<file path="config.mk">
export PLATFORM = sky130hd
export DESIGN_NAME = div_secuencial_ctrl
export DESIGN_NICKNAME = d
export VERILOG_FILES = /design/src/rtl/div_secuencial_ctrl.sv
export SDC_FILE = /design/constraint.sdc
export NUM_CORES = 1
export LEC_CHECK = 0
export CAP_MARGIN = 20
export CORE_MARGIN = 2
export CORE_UTILIZATION = 30
export CTS_CLUSTER_SIZE = 24
export DETAILED_ROUTE_END_ITERATION = 12
export GPL_TIMING_DRIVEN = 0
export SLEW_MARGIN = 30
export SYNTH_ARGS = -nofsm -noshare
export SYNTH_HDL_FRONTEND = slang
export SYNTH_SLANG_ARGS = --single-unit
</file>
<file path="constraint.sdc">
create_clock -name clk -period 6.2 [get_ports clk]
set_input_delay 0.93 -clock clk [delete_from_list [all_inputs] [get_ports clk]]
set_output_delay 0.93 -clock clk [all_outputs]
set_load 0.005 [all_outputs]
</file>
<file path="src/rtl/div_secuencial_ctrl.sv">
// div_secuencial_ctrl: multi-cycle restoring divider controller.
// Takes an unsigned N-bit dividend/divisor pair over a valid/ready handshake,
// produces one quotient bit per clock (MSB first) with one shared (N+1)-bit
// subtractor, and offers the result over a second valid/ready handshake.
// Optional build macro DIV_ZERO_FLAG_EN: a zero divisor short-circuits the
// iteration and raises dz. Without it, dz is tied low and a zero divisor
// simply runs the normal iteration (which yields Q = all ones, R = A).
module div_secuencial_ctrl #(
  parameter  int N  = 4,
  localparam int CW = $clog2(N + 1)
) (
  input  logic         clk,
  input  logic         rst_n,
  input  logic         in_valid,
  output logic         in_ready,
  input  logic [N-1:0] A,
  input  logic [N-1:0] B,
  output logic         out_valid,
  input  logic         out_ready,
  output logic [N-1:0] Q,
  output logic [N-1:0] R,
  output logic         dz,
  output logic         busy
);

  typedef enum logic [1:0] {
    IDLE,
    BUSY,
    DONE
  } state_t;

  state_t        state;
  logic [N-1:0]  a_q;
  logic [N-1:0]  b_q;
  logic [N:0]    rem;
  logic [N-1:0]  quo;
  logic [CW-1:0] cnt;

  logic [N:0]    r_sig;
  logic [N:0]    diff;
  logic          take;
  logic [N:0]    rem_next;
  logic [N-1:0]  quo_next;

`ifdef DIV_ZERO_FLAG_EN
  logic          zero_q;
  logic          dz_q;
  assign dz = dz_q;
`else
  assign dz = 1'b0;
`endif

  // One restoring step: a_q is shifted left every cycle so its MSB is always
  // the next dividend bit; quo shifts the new bit in at the LSB so that after
  // N steps the first bit produced sits at the MSB.
  always_comb begin
    r_sig    = {rem[N-1:0], a_q[N-1]};
    diff     = r_sig - {1'b0, b_q};
    take     = ~diff[N];
    rem_next = take ? diff : r_sig;
    quo_next = {quo[N-2:0], take};
  end

  // Controller FSM with all handshake flags and results held in registers.
  always_ff @(posedge clk or negedge rst_n) begin
    if (!rst_n) begin
      state     <= IDLE;
      in_ready  <= 1'b1;
      out_valid <= 1'b0;
      busy      <= 1'b0;
      Q         <= '0;
      R         <= '0;
      a_q       <= '0;
      b_q       <= '0;
      rem       <= '0;
      quo       <= '0;
      cnt       <= '0;
`ifdef DIV_ZERO_FLAG_EN
      zero_q    <= 1'b0;
      dz_q      <= 1'b0;
`endif
    end else begin
      case (state)
        IDLE: begin
          if (in_valid) begin
            a_q      <= A;
            b_q      <= B;
            rem      <= '0;
            quo      <= '0;
            cnt      <= CW'(N - 1);
            in_ready <= 1'b0;
            busy     <= 1'b1;
            state    <= BUSY;
`ifdef DIV_ZERO_FLAG_EN
            zero_q   <= (B == '0);
            dz_q     <= 1'b0;
`endif
          end
        end

        BUSY: begin
`ifdef DIV_ZERO_FLAG_EN
          // A zero divisor spends a single cycle here and skips the iteration;
          // a_q has not been shifted yet so it still holds the dividend.
          if (zero_q) begin
            Q         <= '1;
            R         <= a_q;
            dz_q      <= 1'b1;
            busy      <= 1'b0;
            out_valid <= 1'b1;
            state     <= DONE;
          end else
`endif
          begin
            a_q <= a_q << 1;
            rem <= rem_next;
            quo <= quo_next;
            if (cnt == '0) begin
              Q         <= quo_next;
              R         <= rem_next[N-1:0];
              busy      <= 1'b0;
              out_valid <= 1'b1;
              state     <= DONE;
            end else begin
              cnt <= cnt - CW'(1);
            end
          end
        end

        DONE: begin
          if (out_ready) begin
            out_valid <= 1'b0;
            in_ready  <= 1'b1;
            state     <= IDLE;
          end
        end

        default: begin
          out_valid <= 1'b0;
          busy      <= 1'b0;
          in_ready  <= 1'b1;
          state     <= IDLE;
        end
      endcase
    end
  end

endmodule

</file>
==> metrics.cfg, run 1 <==
[timing]
tns_ps = 0
finClkSkew_ps = 8.81
fmax_mhz = 437
setup_viol = 0
rsz0062_at_grt = false
finalCriticalPeriod_ps = 2290
hold_violations = 0
maxSlewViolCount = 0
tightest_slew_ps = 547
min_period_over_period_pct = 36.9
hold-worst-slack_ps = 471
relSlewSlack_pct = 63.3

[clocking]
clockRootBuffer = clkbuf_8
cts_setup_buffers = 0
clkTransAtPathRegs_ps = 70
cts_tree = yes
cts.sinks = 31
clock_latency_ps = 290
clockBufferDepth = 2
cts_hold_buffers = 0
cts_resized = 0
numCtsBuffers = 5
h-tree-depth = 2

[floorplan]
rows = 27
io_pins = 24
dieArea_um2 = 6120
coreArea_um2 = 5410
start_util_pct = 30.6
die_x_um = 78.2
die_y_um = 78.2

[pwr]
ir_drop_v = 0.000167
pwr-share-clk_pct = 14.8
seqPwrFrac_pct = 31.0
total_power_uw = 1110
combPwrFrac_pct = 54.2
switching_share_pct = 40.6
power.density_nw_per_um2 = 536
power.internal_uw = 661
p_leak_uw = 0.000938
p_sw_uw = 452

[final_layout]
insertedDiodeCount = 0
syn_to_final_growth_pct = 25.7
post-route-util_pct = 38.4
nNetsFinal = 217
multi_input_area_um2 = 787
mostFrequentLayoutCells = 30 x dfrtp_1, 28 x nand2_1, 21 x clkdlybuf4s50_1
final_common_cell = dfrtp_1
seq_area_um2 = 777
nFillCells = 562
layout-drive-gt1-share_pct = 11.6
final_area_um2 = 2080

[grt]
overflow = 0
grt_max_degree = 21
grt_pass1_wl_um = 5910
grt_pass1_vias = 1276
grt_util_all_layers_pct = 12.4
antenna_found_initial = 0

[hold_path]
hold_path.class = reg2reg

[detailed_routing]
drt-vias-per-instance = 4.82
post_drt_wl_per_cell_um = 12.5
ant_nets = 0
drtIter0Drc = 71
via_count = 1307
drt_pass1_iterations = 4
routed_wl_um = 3400
drcViolationCount = 0

[synthesis]
synth_sequential_area_ratio_pct = 47.0
synth_fp_nets = 187
synth_area_leaders = dfrtp_1 45%, nand2_1 6.4%, ha_1 4.5%, o21ai_0 3.6%, nand2b_1 3.0%
synth_edf_count = 0
synthFlopType = dfrtp_1
syn-cell-area_um2 = 1650
synth.avg_cell_area_um2 = 9.84
ys_seq_elements = 31
synthCells = 168
yosysWarnings = 0
synth_top_cell_by_area = dfrtp_1
postSynth.asyncResetShare_pct = 100
yosysUniqueCellTypes = 42
synth_top_area_share_pct = 45.4

[setup_path]
cp.arrival_ps = 2520
path_class = reg2reg
endpoint_kind = flip-flop
startpoint_type = flip-flop
cp_max_fo = 8
critPathRequiredTime_ps = 6430

[placed_design]
place_area_um2 = 1990
hpwl_um = 2570
portBuffers = 22
place.gp.congestion = 0.880

[run]
maxCapViolCount = 0

[outcome]
outcome = finished clean

## flip-flops by register name, summed over array words and instances (netlist names), 2 cells and up
signal,cells
R,4
Q,4
rem,4
state,2
b_q,4
cnt,3
quo,3
a_q,4
## stage by stage
| stage | instances | setup WS (ps) |
|---|---|---|
| final | 271 | 3910 |
| after global placement | 262 | 3530 |
| after global routing | 271 | 3740 |
| after detailed placement | 263 | 3720 |
| after floorplan | 168 | 4160 |
| after CTS | 271 | 3930 |
## worst paths after layout
check | startpoint | depth (start not counted) | slack [ps] | to
worst min register to register | cnt[0] | 1 | 470 | cnt[0]
max in group asynchronous | rst_n | 2 | 5180 | in_ready
worst min-delay path | cnt[0] | 1 | 470 | cnt[0]
worst max-delay path | a_q[3] | 8 | 3910 | rem[3]
min in group asynchronous | rst_n | 1 | 530 | rem[3]
worst max register to register | a_q[3] | 8 | 3910 | rem[3]
## layout make-up
class | instances | area share (%)
clock inverter | 1 | 0.241
inverter | 9 | 1.63
multi-input combinational | 119 | 37.9
timing repair buffer | 23 | 11.7
clock buffer | 7 | 4.16
buffer | 9 | 2.65
tap | 72 | 4.34
sequential | 31 | 37.4
## cells by family (layout without fill, tap and decap cells)
| logic type | after synthesis | after routing | share of synthesized area (%) |
|---|---|---|---|
| flops | 31 | 31 | 47.0 |
| buf+inv | 18 | 49 | 5.37 |
| fa+ha+maj | 7 | 7 | 5.75 |
| compound gates | 44 | 44 | 18.1 |
| xor+xnor | 1 | 1 | 0.530 |
| mux | 7 | 7 | 4.54 |
| simple gates | 59 | 59 | 18.5 |
| other cells | 1 | 1 | 0.227 |
## Yosys cell counts, types with 2 or more instances
cell type and n:
dfrtp_1 30, nand2_1 28, o21ai_0 12, inv_1 9
nand2b_1 8, nor2_1 8, a21oi_1 7, ha_1 6
a211oi_1 5, clkbuf_1 4, mux2_2 4, a211o_1 3
a22o_1 3, mux2i_1 3, nand4_1 3, a2111oi_0 2
a21o_1 2, a221oi_1 2, buf_6 2, nor2b_1 2
o31ai_1 2, or2_2 2, or3_1 2
## critical path: stages, from the launching register on
cell and delay (ps):
dfrtp_1 410, inv_1 70, ha_1 150, inv_1 50, fa_1 420, a211o_1 390
a21o_1 260, o311ai_0 330, nand2b_1 150
## power groups by stage
stage	logic, uW	clock network [uW]	registers, uW
3_5_place_dp	600	0	351
5_1_grt	685	179	359
6_report	604	164	345
2_1_floorplan	430	0	341
4_1_cts	605	170	347
3_3_place_gp	595	0	349
## layer usage
layer / share of wire (%) / global-route usage, %
met4: 2.3 / 6.32
met1: 48 / 16.2
met3: 4.3 / 3.45
met2: 46 / 18.9
met5: 0 / 0
Note: power is estimated with default switching activity, not from simulation.
==> run 2, diff against run 1 <==
Clock period 6.2 ns to 2.2 ns, I/O delays scaled along.
==> run 2 against run 1 <==
Compared with the run above: sequential power rose to 2.8 times the previous value; critical path depth unchanged; flip-flop and latch count unchanged; hold slack worse by 2.5 ps; critical path type unchanged.
==> metrics.cfg, run 2 (synthesis results as in run 1) <==
[outcome]
outcome = finished clean

[timing]
maxSlewViolCount = 0
hold_violations = 0
tightest_slew_ps = 516
finClkSkew_ps = 8.56
finalCriticalPeriod_ps = 2130
relSlewSlack_pct = 65.6
rsz0062_at_grt = true
setup_viol = 0
fmax_mhz = 469
min_period_over_period_pct = 97.0
setup_ws_ps = 66.4

[grt]
grt_pass1_wl_um = 6010
antenna_found_initial = 0
top_usage_layer = met2
grtUsageMet3_pct = 3.33
grt_max_degree = 21
grt_pass1_vias = 1288
overflow = 0
gr-usage-met1_pct = 16.6
grt_util_all_layers_pct = 12.6
grtUsageMet2_pct = 19.2

[pwr]
ir_drop_v = 0.000464
p_leak_uw = 0.000960
power.density_nw_per_um2 = 1560

[setup_path]
cp_max_fo = 7
startpoint_type = flip-flop
cp.arrival_ps = 2330
path_class = reg2reg
cp-startpoint = a_q[3]
critPathRequiredTime_ps = 2400
rr_startpoint = a_q[3]
endpoint_kind = flip-flop

[floorplan]
die_x_um = 78.2
coreArea_um2 = 5410
dieArea_um2 = 6120
rows = 27
io_pins = 24
start_util_pct = 30.6
die_y_um = 78.2

[clocking]
h-tree-depth = 2
numCtsBuffers = 5
clockRootBuffer = clkbuf_8
clock_latency_ps = 290
cts_tree = yes
clockBufferDepth = 2
cts.sinks = 31
clkTransAtPathRegs_ps = 70

[detailed_routing]
drt-vias-per-instance = 4.85
via_count = 1335
drcViolationCount = 0
drt_pass1_iterations = 4
ant_nets = 0
post_drt_wl_per_cell_um = 12.7
drtIter0Drc = 74
routed_wl_um = 3480

[final_layout]
nNetsFinal = 221
layout-drive-gt1-share_pct = 15.8
post-route-util_pct = 39.6
insertedDiodeCount = 0
mostFrequentLayoutCells = 30 x dfrtp_1, 28 x nand2_1, 21 x clkdlybuf4s50_1
final_common_cell = dfrtp_1
syn_to_final_growth_pct = 29.6
seq_area_um2 = 777
nFillCells = 559
multi_input_area_um2 = 820

[placed_design]
place_ws_ps = -73.7
portBuffers = 22
hpwl_um = 2570
place.gp.congestion = 0.880

[hold_path]
hold_path.class = in2async

[run]
maxCapViolCount = 0

run 2: changes by cell type in the layout (fill, tap and decap cells not counted), sizes merged:
cell	change
dlygate4sd3	+1
buf	+3
run 2: area by class of cell:
| type | instances | share of cell area, % |
|---|---|---|
| tap | 72 | 4.21 |
| multi-input combinational | 119 | 38.3 |
| sequential | 31 | 36.3 |
| clock inverter | 1 | 0.234 |
| timing repair buffer | 27 | 12.9 |
| clock buffer | 7 | 4.03 |
| inverter | 9 | 1.58 |
| buffer | 9 | 2.57 |
run 2: power breakdown:
group,switching [uW],internal (uW),leakage [uW]
Combinational,992,905,0.000527
Sequential,140,831,0.000385
Clock,212,252,0.0000482
run 2: worst max-delay path: stages (launching register included):
cell and delay [ps]:
dfrtp_1 400, inv_1 70, ha_1 150, inv_1 60, fa_2 380, a211o_4 370, a21o_4 230, and3_1 200
o31ai_1 190
run 2: timing repair:
item / 4_1_cts / 5_1_grt
hold buffers: 1 / 0
setup endpoints to repair: 3 / 9
hold endpoints to repair: 11 / 0
gates resized for setup: 3 / 4
setup buffers: 0 / 3
pin swaps: 0 / 1
run 2: routing by layer:
metal	vias up	routed length, um
met1	635	1640
met4	0	84
met2	32	1620
li1	659	-
met5	-	0
met3	9	140
run 2: metrics by stage:
stage	setup TNS [ps]	total power, uW	cell area [um2]	std cells	hold WS (ps)
after floorplan	0	2170	1650	168	34.4
after global placement	-112	2660	1960	262	456
after detailed placement	-114	2680	1990	263	247
after CTS	0	3210	2100	272	470
after global routing	-64.7	3640	2140	275	494
final	0	3330	2140	275	469
run 2: worst paths after layout:
| kind | slack, ps | cells after the start | end |
|---|---|---|---|
| setup / recovery | 70 | 8 | rem[2] |
| hold / removal | 470 | 2 | rem[3] |
| setup reg to reg | 70 | 8 | rem[2] |
| hold reg to reg | 470 | 1 | cnt[0] |
| max in group asynchronous | 1240 | 3 | in_ready |
| min in group clk | 470 | 1 | cnt[0] |
